**config.mk**
```make
export PLATFORM = sky130hd
export DESIGN_NAME = div_issue_ctrl
export DESIGN_NICKNAME = d
export VERILOG_FILES = /design/src/rtl/div_pkg.sv /design/src/rtl/div_op_fifo.sv /design/src/rtl/div_issue_ctrl.sv
export SDC_FILE = /design/constraint.sdc
export NUM_CORES = 1
export LEC_CHECK = 0
export CORE_UTILIZATION = 32
export CTS_CLUSTER_DIAMETER = 150
export DETAILED_ROUTE_END_ITERATION = 12
export GPL_TIMING_DRIVEN = 0
export HOLD_SLACK_MARGIN = 0.05
export PLACE_DENSITY_LB_ADDON = 0.15
export SLEW_MARGIN = 20
export SYNTH_ARGS = -nofsm -noshare
export SYNTH_HDL_FRONTEND = slang
export SYNTH_SLANG_ARGS = --single-unit
```
**constraint.sdc**
```tcl
create_clock -name clk -period 2.8 [get_ports clk]
set_input_delay 0.28 -clock clk [delete_from_list [all_inputs] [get_ports clk]]
set_output_delay 0.28 -clock clk [all_outputs]
set_load 0.01 [all_outputs]
```
**src/rtl/div_pkg.sv**
```systemverilog
// Shared types and constants for the divider issue front-end.
// Latency: n/a (types, constants and a helper function only).
// Backpressure: n/a.
package div_pkg;

    // Issue controller states.
    typedef enum logic [1:0] {
        IDLE  = 2'd0,
        WAIT  = 2'd1,
        ABORT = 2'd2
    } state_t;

    // Result flag vector layout.
    localparam int FLAG_W   = 2;
    localparam int FLAG_DBZ = 0;
    localparam int FLAG_TMO = 1;

    localparam logic [FLAG_W-1:0] FLAGS_NONE = 2'b00;
    localparam logic [FLAG_W-1:0] FLAGS_DBZ  = 2'b01;
    localparam logic [FLAG_W-1:0] FLAGS_TMO  = 2'b10;

    // Quotient reported for a zero divisor: all ones in the low n bits.
    function automatic logic [31:0] dbz_quo(input int n);
        if (n >= 32) begin
            dbz_quo = '1;
        end else begin
            dbz_quo = (32'd1 << n) - 32'd1;
        end
    endfunction

endpackage

```
**src/rtl/div_op_fifo.sv**
```systemverilog
// Synchronous operand FIFO, W bits wide and DEPTH entries deep, head entry shown on pop_dat.
// Latency: a pushed entry is visible at the head one cycle after the push.
// Backpressure: push ignored while full (even with a simultaneous pop); pop ignored while empty.
//
// Ports: clk, reset (sync, active-high), push/push_dat, pop/pop_dat (head), full, empty.
module div_op_fifo #(
    parameter int W     = 8,
    parameter int DEPTH = 4
) (
    input  logic         clk,
    input  logic         reset,
    input  logic         push,
    input  logic [W-1:0] push_dat,
    input  logic         pop,
    output logic [W-1:0] pop_dat,
    output logic         full,
    output logic         empty
);

    localparam int AW = $clog2(DEPTH);
    localparam logic [AW:0] PTR_ONE = {{AW{1'b0}}, 1'b1};

    // Pointers carry one extra wrap bit so full and empty are distinguishable.
    logic [AW:0]  wr_ptr;
    logic [AW:0]  rd_ptr;
    logic [W-1:0] mem [DEPTH];
    logic         do_push;
    logic         do_pop;

    assign empty   = (wr_ptr == rd_ptr);
    assign full    = (wr_ptr[AW] != rd_ptr[AW]) && (wr_ptr[AW-1:0] == rd_ptr[AW-1:0]);
    assign do_push = push && !full;
    assign do_pop  = pop && !empty;
    assign pop_dat = mem[rd_ptr[AW-1:0]];

    always_ff @(posedge clk) begin
        if (reset) begin
            wr_ptr <= '0;
            rd_ptr <= '0;
        end else begin
            if (do_push) begin
                wr_ptr <= wr_ptr + PTR_ONE;
            end
            if (do_pop) begin
                rd_ptr <= rd_ptr + PTR_ONE;
            end
        end
    end

    // Storage needs no reset: entries are only read once the pointers say they are valid.
    always_ff @(posedge clk) begin
        if (do_push) begin
            mem[wr_ptr[AW-1:0]] <= push_dat;
        end
    end

endmodule

```
**src/rtl/div_issue_ctrl.sv**
```systemverilog
// Front-end for the iterative divider: queues operand pairs, issues one at a time, returns results.
// Latency: push at t -> div_start at t+2 (dbz result valid at t+2); result valid the cycle after div_stop.
// Backpressure: in_ready = FIFO not full; a result is held until out_ready and blocks further issue.
//
// Ports: clk, reset (sync, active-high); in_* operand input port; div_* divider interface;
//        out_* result port with dbz (zero divisor) and tmo (watchdog abort) flags.
module div_issue_ctrl
    import div_pkg::*;
#(
    parameter int N     = 4,
    parameter int DEPTH = 4,
    parameter int TMO   = N + 8
) (
    input  logic         clk,
    input  logic         reset,
    input  logic         in_valid,
    output logic         in_ready,
    input  logic [N-1:0] in_dividend,
    input  logic [N-1:0] in_divisor,
    output logic         div_start,
    output logic [N-1:0] div_dividend,
    output logic [N-1:0] div_divisor,
    input  logic [N-1:0] div_quo,
    input  logic [N-1:0] div_rem,
    input  logic         div_stop,
    output logic         out_valid,
    input  logic         out_ready,
    output logic [N-1:0] out_quo,
    output logic [N-1:0] out_rem,
    output logic         out_dbz,
    output logic         out_tmo
);

    localparam int          WW       = $clog2(TMO + 1);
    localparam logic [WW-1:0] WD_LAST = WW'(TMO - 1);
    localparam logic [WW-1:0] WD_ONE  = WW'(1);
    localparam logic [31:0] DBZ_FULL = dbz_quo(N);
    localparam logic [N-1:0] DBZ_QUO = DBZ_FULL[N-1:0];

    state_t              state;
    state_t              state_n;
    logic [WW-1:0]       wdog;
    logic [2*N-1:0]      head;
    logic [N-1:0]        head_dividend;
    logic [N-1:0]        head_divisor;
    logic                fifo_full;
    logic                fifo_empty;
    logic                pop;
    logic                issue;
    logic                load_dbz;
    logic                capture;
    logic [FLAG_W-1:0]   out_flags;

    assign in_ready      = !fifo_full;
    assign head_dividend = head[2*N-1:N];
    assign head_divisor  = head[N-1:0];
    assign out_dbz       = out_flags[FLAG_DBZ];
    assign out_tmo       = out_flags[FLAG_TMO];

    div_op_fifo #(
        .W     (2 * N),
        .DEPTH (DEPTH)
    ) u_fifo (
        .clk      (clk),
        .reset    (reset),
        .push     (in_valid),
        .push_dat ({in_dividend, in_divisor}),
        .pop      (pop),
        .pop_dat  (head),
        .full     (fifo_full),
        .empty    (fifo_empty)
    );

    always_ff @(posedge clk) begin
        if (reset) begin
            state <= IDLE;
        end else begin
            state <= state_n;
        end
    end

    // A pop is only taken when no result is held, so at most one op is in
    // flight and one result is waiting at any time.
    always_comb begin
        state_n  = state;
        pop      = 1'b0;
        issue    = 1'b0;
        load_dbz = 1'b0;
        capture  = 1'b0;
        case (state)
            IDLE: begin
                if (!fifo_empty && !out_valid) begin
                    pop = 1'b1;
                    if (head_divisor == '0) begin
                        load_dbz = 1'b1;
                    end else begin
                        issue   = 1'b1;
                        state_n = WAIT;
                    end
                end
            end
            WAIT: begin
                if (div_stop) begin
                    capture = 1'b1;
                    state_n = IDLE;
                end else if (wdog == WD_LAST) begin
                    state_n = ABORT;
                end
            end
            ABORT: begin
                state_n = IDLE;
            end
            default: begin
                state_n = IDLE;
            end
        endcase
    end

    always_ff @(posedge clk) begin
        if (reset) begin
            div_start    <= 1'b0;
            div_dividend <= '0;
            div_divisor  <= '0;
            wdog         <= '0;
            out_valid    <= 1'b0;
            out_quo      <= '0;
            out_rem      <= '0;
            out_flags    <= FLAGS_NONE;
        end else begin
            div_start <= issue;

            // Operands stay registered until the next issue, covering start..stop.
            if (issue) begin
                div_dividend <= head_dividend;
                div_divisor  <= head_divisor;
                wdog         <= '0;
            end else if (state == WAIT) begin
                wdog <= wdog + WD_ONE;
            end

            if (out_valid && out_ready) begin
                out_valid <= 1'b0;
            end

            // Loads only happen while no result is held, so they never collide
            // with the handshake clear above.
            if (load_dbz) begin
                out_valid <= 1'b1;
                out_quo   <= DBZ_QUO;
                out_rem   <= head_dividend;
                out_flags <= FLAGS_DBZ;
            end else if (capture) begin
                out_valid <= 1'b1;
                out_quo   <= div_quo;
                out_rem   <= div_rem;
                out_flags <= FLAGS_NONE;
            end else if (state == ABORT) begin
                out_valid <= 1'b1;
                out_quo   <= '0;
                out_rem   <= '0;
                out_flags <= FLAGS_TMO;
            end
        end
    end

endmodule

```
After elaboration in Yosys (flattened, before gate mapping)
Memories as Yosys holds them, arrays and structs flattened. A register that Yosys moved wholly into a read port is not among the register bits.
Index checks and enable logic that the tools add are counted.
{"block": "op_classes", "bitwise": 0, "reduce_logical": 15, "order_cmp": 0, "shifts": 0, "mux": 31, "addsub": 3, "n_div": 0, "n_eq_ne": 9, "multipliers": 0}
{"cell": "$mux 4", "count": 5}
{"cell": "$mux 1", "count": 19}
{"cell": "$mux 2", "count": 6}
{"cell": "$add 3x1->3 const B", "count": 2}
{"cell": "$logic_and 1x1->1", "count": 5}
{"cell": "$add 4x1->4 const B", "count": 1}
{"cell": "$eq 4x4->1 const B", "count": 1}
{"cell": "$logic_not 4->1", "count": 1}
{"cell": "$ne 2x2->1 const B", "count": 2}
{"cell": "$pmux 2 s2", "count": 1}
{"cell": "$reduce_bool 4->1", "count": 1}
{"cell": "$eq 3x3->1", "count": 1}
{"cell": "$logic_not 1->1", "count": 3}
{"cell": "$ne 3x3->1 const B", "count": 1}
{"cell": "$reduce_and 3->1", "count": 1}
{"cell": "$reduce_bool 3->1", "count": 1}
{"cell": "$reduce_or 3->1", "count": 1}
{"cell": "$eq 2x1->1 const B", "count": 1}
{"cell": "$eq 2x2->1", "count": 1}
{"cell": "$eq 2x2->1 const B", "count": 1}
{"cell": "$logic_not 2->1", "count": 1}
{"cell": "$reduce_or 2->1", "count": 1}
{"cell": "$ne 1x1->1", "count": 1}
{"block": "totals", "mem_bits_rw": 32, "mem_bits_ro": 0, "out_inout_bits": 21, "register_bits": 32, "input_bits": 21, "n_memories": 1, "word_cells": 71, "latchBits": 0}
{"name": "u_fifo.mem", "words": 4, "word_bits": 8, "rd": 1, "rd_clocked_by_memory_dff": 1, "wr": 1, "line": "div_op_fifo.sv:26", "text": "logic [W-1:0] mem [DEPTH];"}

Depth between registers and ports, before layout
Gate-level depths: netlist of the first run.
{"block": "depth", "word_depth": 8, "mapped_depth": 6, "ltp_nobuf": 4}

Modules after synthesis
From an unflattened synthesis of the first run, not the netlist that was laid out.
{"block": "unflattened", "cells_unflattened": 235, "hier_area_um2": 2857.7}
{"module": "div_op_fifo", "cells_each": 110, "instances": 1, "seq_area_each_um2": 1121.1, "area_per_inst_um2": 1731.7}
{"module": "div_issue_ctrl", "cells_each": 125, "instances": 1, "seq_area_each_um2": 520.5, "area_per_inst_um2": 1126.1}

Worst setup path before layout of the first run
OpenSTA, ideal clock, no wires.
{"block": "synth_timing", "kind": "register to register", "startpoint": "register (tool-made name)", "endpoint": "register out_rem[2]", "path_slack_ns": 0.778, "stages_incl_launch_ff": 7, "path_buffers": 2, "synth_period_minus_slack_ns": 2.022, "arrival_ns": 1.889, "required_time_ns": 2.668, "setup_ns": 0.132, "path_cell_list": "dfxtp_1 > buf_6 > mux4_2 > or4_4 > buf_6 > o211ai_1 > a21oi_1"}
{"item": "to (signal assigned)", "line": "div_issue_ctrl.sv:150", "text": "out_rem <= head_dividend;"}
{"item": "to (signal assigned)", "line": "div_issue_ctrl.sv:155", "text": "out_rem <= div_rem;"}
{"item": "to (decl)", "line": "div_issue_ctrl.sv:29", "text": "output logic [N-1:0] out_rem,"}

==> results.tsv, run 1 <==
metric	value	unit
status	completed	
coreArea	7890	sq um
dr.pass1.iters	4	
wl	5.57	mm
grtUsageTotal	13.9	%
clk_pin_slew	0.08	ns
dieHeight	93.4	um
synth_top_area_cell	edfxtp_1	
antenna_cells	0	
port_buffers	40	
grt_max_degree	13	
report.final.setup_viol	0	
cts_tree	built	
path_class	register to register	
gp_congestion	0.711	
vias	1755	
vias_per_cell	4.81	
die_w	93.4	um
root_buffer	clkbuf_8	
layout_setup_ws	0.533	ns
antenna_found_initial	0	
cts_setup_buffers	0	
end_kind	register	
htreeDepth	3	
final_antenna_net_count	0	
leakage	1.16	nW
critical_path.startpoint_type	register	
ctsHoldBuffers	0	
holdPathStages	2	
hp-start	reset	
drive_gt1_share	9.13	%
cp_cell_sequence	clkbuf_1 -> mux4_2 -> nor4_4 -> buf_6 -> nand2_1 -> a31oi_1	
worst-r2r-cell-count	6	
cts_sinks	66	
synth_flop_cell	dfxtp_1	
max_freq	441	MHz
rows	32	
required	3.06	ns
finalInstanceArea	3390	sq um
synth_top_cell_area_share	36.0	%
arrival	2.52	ns
synth_cell_types	38	
finalNonFillerCells	365	
worstReg2RegEnd	out_quo[3]$_SDFFE_PP0P_	
syn_area	2670	sq um
ys_seq_area_share	61.5	%
synth_common_cells	dfxtp_1 (34), edfxtp_1 (32), nand2_1 (16), a21oi_1 (15)	
place_hpwl	3.86	mm
ir_drop	0.341	mV
drv_slew	0	
hp-class	primary input to register	
yosys-top-cells-area	edfxtp_1 (36%), dfxtp_1 (25%), mux4_1 (4.9%)	
grt_first_pass_wirelength	8.84	mm
num_io_pins	42	
avgSynthCellArea	12.9	sq um
synthesis.nets	234	
syn_to_final_growth	27.0	%
period_share	81.0	%
wire_per_inst	15.3	um
placed_cell_area	3200	sq um
fin_crit	2.27	ns
rsz0062_at_grt	false	
synth-async-reset-ratio	0	%
die_area	8720	sq um
synth-edff-count	32	
final_nets	285	
dp.cells	349	
slew-limit-headroom	42.6	%
drcViolationCount	0	
hold_path_end	wdog[0]$_SDFFE_PP0N_	
skew	0.00825	ns
cts_buffer_depth	2	
maxCapViolCount	0	
place_ws	0.476	ns
slowest_delay	0.53	ns
grt_pass1_vias	1721	
cp_slowest_cell	nor4_4	
synth_seq_cells	66	
fin_setup_tns	0	ns
initial_utilization	33.9	%
r2r_slack	0.53	ns
fin_util	43.0	%
gr-total-overflow	0	
ctsResizeCount	0	
worstMarginPinSlew	0.853	ns
power.density	873	nW/um^2
yosysMostFrequentCell	dfxtp_1	
clock_latency	0.34	ns
ys_warn_count	0	
finalHoldViolCount	0	
cts_buffers	9	
syn_inst	207	
crit_fanout	10	
drtIter0Drc	55	
## state kept, by name (all words and copies together), names as in the netlist, named ones only
name / count
u_fifo.mem: 32
div_dividend: 4
div_divisor: 4
out_quo: 4
out_rem: 4
wdog: 4
u_fifo.rd_ptr: 3
u_fifo.wr_ptr: 3
out_flags: 2
state: 2
div_start: 1
out_valid: 1
## worst max-delay path: cells and delay by family (launching register included)
family,cells,cell delay (ns)
flops,1,0.31
mux,1,0.44
buf+inv,2,0.56
compound gates,1,0.19
simple gates,2,0.68
## layout make-up
class	instances	area [sq um]
buffer	12	73.8
clock buffer	9	124
clock inverter	7	68.8
fill	768	4500
inverter	4	15.0
multi-input combinational	125	941
sequential	66	1640
tap	102	128
timing repair buffer	40	400
## metal layers
layer / track usage [%] / share of wire [%] / up-vias
met1: 16.8 / 46 / 826
li1: - / - / 883
met2: 23.1 / 49 / 42
met4: 3.85 / 0.74 / 0
met5: 0 / 0 / -
met3: 5.12 / 4.9 / 4
## worst max path at each step
stage	end	cells after the start
2_1_floorplan	out_rem[2]$_SDFFE_PP0P_	6
4_1_cts	out_quo[3]$_SDFFE_PP0P_	6
6_report	out_quo[3]$_SDFFE_PP0P_	6
3_5_place_dp	out_quo[3]$_SDFFE_PP0P_	6
3_3_place_gp	out_quo[3]$_SDFFE_PP0P_	6
5_1_grt	out_quo[3]$_SDFFE_PP0P_	6
## cell usage in the layout (no fill, tap or decap), drive strengths merged, types with 3 or more instances in the layout
master          n
clkdlybuf4s50  40
inv             5
nand2          16
o21ai          10
nor3            5
a32oi           4
nand3           8
and2            3
xor2            6
ha              6
clkbuf         15
dfxtp          34
edfxtp         32
xnor2           4
mux4            8
a31oi           5
buf             5
clkinv          4
o211ai          3
nand2b          3
nor2           10
a21oi          15
## per-stage QoR
step                      total power, mW  hold WS [ns]
after floorplan                      1.84         0.358
after global routing                 3.14         0.305
final                                2.96         0.288
after CTS                            3.00         0.284
after detailed placement             2.21         0.455
after global placement               2.21         0.451
## cell families after synthesis
kind of cell	Yosys count	synth area share [%]
flip-flops	66	61.5
AND/OR/NAND/NOR	55	10.7
AO/OA/AOI/OAI	44	10.2
buffers and inverters	16	3.32
XOR/XNOR	10	3.28
multiplexers	10	8.20
adder cells (fa/ha/maj)	6	2.81
## power breakdown
group / total (mW) / leakage (nW) / internal (mW) / switching [mW]
registers: 1.24 / 0.571 / 1.16 / 0.0801
clock network: 0.777 / 0.0970 / 0.409 / 0.368
logic: 0.941 / 0.492 / 0.426 / 0.515
total: 2.96 / 1.16 / 2.00 / 0.963
Power figures use the tool's default switching activity.
==> run 2, diff against run 1 <==
==> constraint.sdc (replaced) <==
create_clock -name clk -period 1.8 [get_ports clk]
set_input_delay 0.18 -clock clk [delete_from_list [all_inputs] [get_ports clk]]
set_output_delay 0.18 -clock clk [all_outputs]
set_load 0.01 [all_outputs]
==> run 2 against run 1 <==
Against the previous run: the run now ends with setup timing left; flip-flop and latch count stayed put; critical path depth did not move; via count is 6.4% higher; die area did not move; total power rose by 76%; non-clock buffer count is 9 higher; clock power rose by 80%; worst setup slack got worse by 0.76 ns.
==> results.tsv, run 2 (synthesized netlist as in run 1, its figures left out) <==
metric	value	unit	change
gp_congestion	0.702		-1.3%
largest_register_ffs	32		unchanged
slew-limit-headroom	59.4	%	+17 points
die_w	93.4	um	unchanged
syn_to_final_growth	37.9	%	
whs	0.220	ns	-0.0683 ns
p_sw	1.74	mW	+80%
crit_fanout	5		-5
drcViolationCount	0		unchanged
hp-class	primary input to register		
placed_cell_area	3210	sq um	+0.39%
max_freq	492	MHz	+12%
p_total	5.22	mW	+76%
slowest_delay	0.60	ns	+0.07 ns
vias	1867		+6.4%
rsz0062_at_grt	true		
finalHoldViolCount	0		unchanged
report.final.setup_viol	25		+25
die_area	8720	sq um	unchanged
port_buffers	40		unchanged
finalInstanceArea	3680	sq um	+8.6%
rows	32		unchanged
final_nets	295		+3.5%
vias_per_cell	4.98		+3.5%
htreeDepth	3		unchanged
cts_buffers	9		unchanged
fillers	729		-5.1%
grt_max_degree	14		+1
dr.pass1.iters	4		unchanged
wire_per_inst	16.1	um	+5.4%
drtIter0Drc	58		+5.5%
fin_crit	2.03	ns	-0.236 ns
failed_checks	setup timing		
grt_first_pass_wirelength	9.65	mm	+9.1%
final_common_cell	clkdlybuf4s50_1		
coreArea	7890	sq um	unchanged
antenna_found_initial	0		unchanged
arrival	2.24	ns	-0.28 ns
required	2.01	ns	-1.05 ns
final_antenna_net_count	0		unchanged
dp.cells	349		unchanged
drv_slew	0		unchanged
num_io_pins	42		unchanged
finalNonFillerCells	375		+2.7%
swShare	33.2	%	+0.71 points
path_class	register to register		
cts_tree	built		
grtUsageTotal	15.1	%	+1.2 points
ir_drop	0.554	mV	+62%
maxCapViolCount	0		unchanged
grt_pass1_vias	1847		+7.3%
worstMarginPinSlew	0.609	ns	-0.245 ns
power_frac_comb	35.3	%	+3.5 points
cts_buffer_depth	2		unchanged
leakage	1.25	nW	+8.0%
cp_slowest_cell	or4_4		
clock_latency	0.34	ns	about the same
place_hpwl	3.87	mm	+0.38%
root_buffer	clkbuf_8		
dieHeight	93.4	um	unchanged
end_kind	register		
holdPathStages	2		unchanged
period_share	113	%	+32 points
layout_setup_ws	-0.231	ns	-0.764 ns
status	finished, violations left		
critical_path.startpoint_type	register		
final_cell_mix	clkdlybuf4s50_1 (39), edfxtp_1 (32), dfxtp_1 (27), nand2_1 (14), a21oi_1 (14)		
clk_pin_slew	0.08	ns	about the same
seqPwrFrac	37.9	%	-4.1 points
antenna_cells	0		unchanged
cts_sinks	66		unchanged
worst-r2r-cell-count	6		unchanged
wl	6.03	mm	+8.3%
drive_gt1_share	24.9	%	+16 points
cp_cell_sequence	buf_8 -> mux4_2 -> or4_4 -> buf_4 -> nand2_2 -> a21oi_1		
p_int	3.49	mW	+75%
initial_utilization	33.9	%	unchanged
clkPwrFrac	26.8	%	+0.5 points
fin_util	46.7	%	+3.7 points
gr-total-overflow	0		unchanged
skew	0.0141	ns	+0.00589 ns
power.density	1420	nW/um^2	+62%
==> run 2: stage by stage <==
stage | setup WS, ns | setup TNS, ns
after floorplan | -0.215 | -1.93
after global placement | -0.436 | -11.95
after detailed placement | -0.476 | -12.51
after CTS | -0.227 | -3.23
after global routing | -0.318 | -5.31
final | -0.231 | -3.21
==> run 2: final timing paths <==
kind                                     from                     endpoint  slack, ns
setup / recovery                     register        state[0]$_SDFFE_PP0P_      -0.23
hold / removal                          reset    out_flags[1]$_SDFFE_PP0P_       0.22
setup reg to reg                     register        state[0]$_SDFFE_PP0P_      -0.23
hold reg to reg   div_divisor[1]$_SDFFE_PP0P_  div_divisor[1]$_SDFFE_PP0P_       0.47
==> run 2: cell type report <==
type / instances / area (sq um) / share of cell area [%]
plain buffers: 10 / 77.6 / 2.11
clock buffers: 9 / 124 / 3.36
clock inverters: 7 / 100 / 2.72
inverters: 4 / 15.0 / 0.408
multi-input cells: 126 / 1080 / 29.4
flip-flops and latches: 66 / 1650 / 44.8
well taps: 102 / 128 / 3.46
repair buffers: 51 / 505 / 13.7
==> run 2: repair_timing <==
| action | CTS | global route |
|---|---|---|
| setup buffers | 8 | 3 |
| gates resized for setup | 35 | 15 |
| hold buffers | 0 | 0 |
| pin swaps | 8 | 5 |
| cloned | 2 | 0 |
| endpoints found under the setup margin | 61 | 45 |
==> run 2: power groups by stage <==
stage	clock network, mW	logic, mW	registers (mW)
floorplan	0	0.872	2.01
global placement	0	1.50	1.97
detailed placement	0	1.50	1.97
CTS	1.45	1.79	1.98
global route	1.50	2.01	2.01
finish	1.40	1.84	1.98
==> run 2: layer usage <==
metal / wire length (um) / share of wire [%] / vias up / track usage (%)
li1: - / - / 910 / -
met1: 2740 / 45 / 886 / 18.8
met2: 2880 / 48 / 60 / 24.5
met3: 293 / 4.9 / 11 / 3.33
met4: 123 / 2.0 / 0 / 7.82
met5: 0 / 0 / - / 0
==> run 2: worst max-delay path, delay by kind of cell (launching register included) <==
family	cells	cell delay, ns
AND/OR/NAND/NOR	2	0.67
multiplexers	1	0.55
flip-flops	1	0.34
buffers and inverters	2	0.28
AO/OA/AOI/OAI	1	0.06
==> run 3, diff against run 2 <==
--- a/config.mk
+++ b/config.mk
@@ -6,6 +6,7 @@
 export NUM_CORES = 1
 export LEC_CHECK = 0
 export CORE_UTILIZATION = 32
+export CTS_BUF_LIST = sky130_fd_sc_hd__clkbuf_8
 export CTS_CLUSTER_DIAMETER = 150
 export DETAILED_ROUTE_END_ITERATION = 12
 export GPL_TIMING_DRIVEN = 0
==> results of run 3 <==
No change in the layout: final DEF, timing and power equal those of run 2.
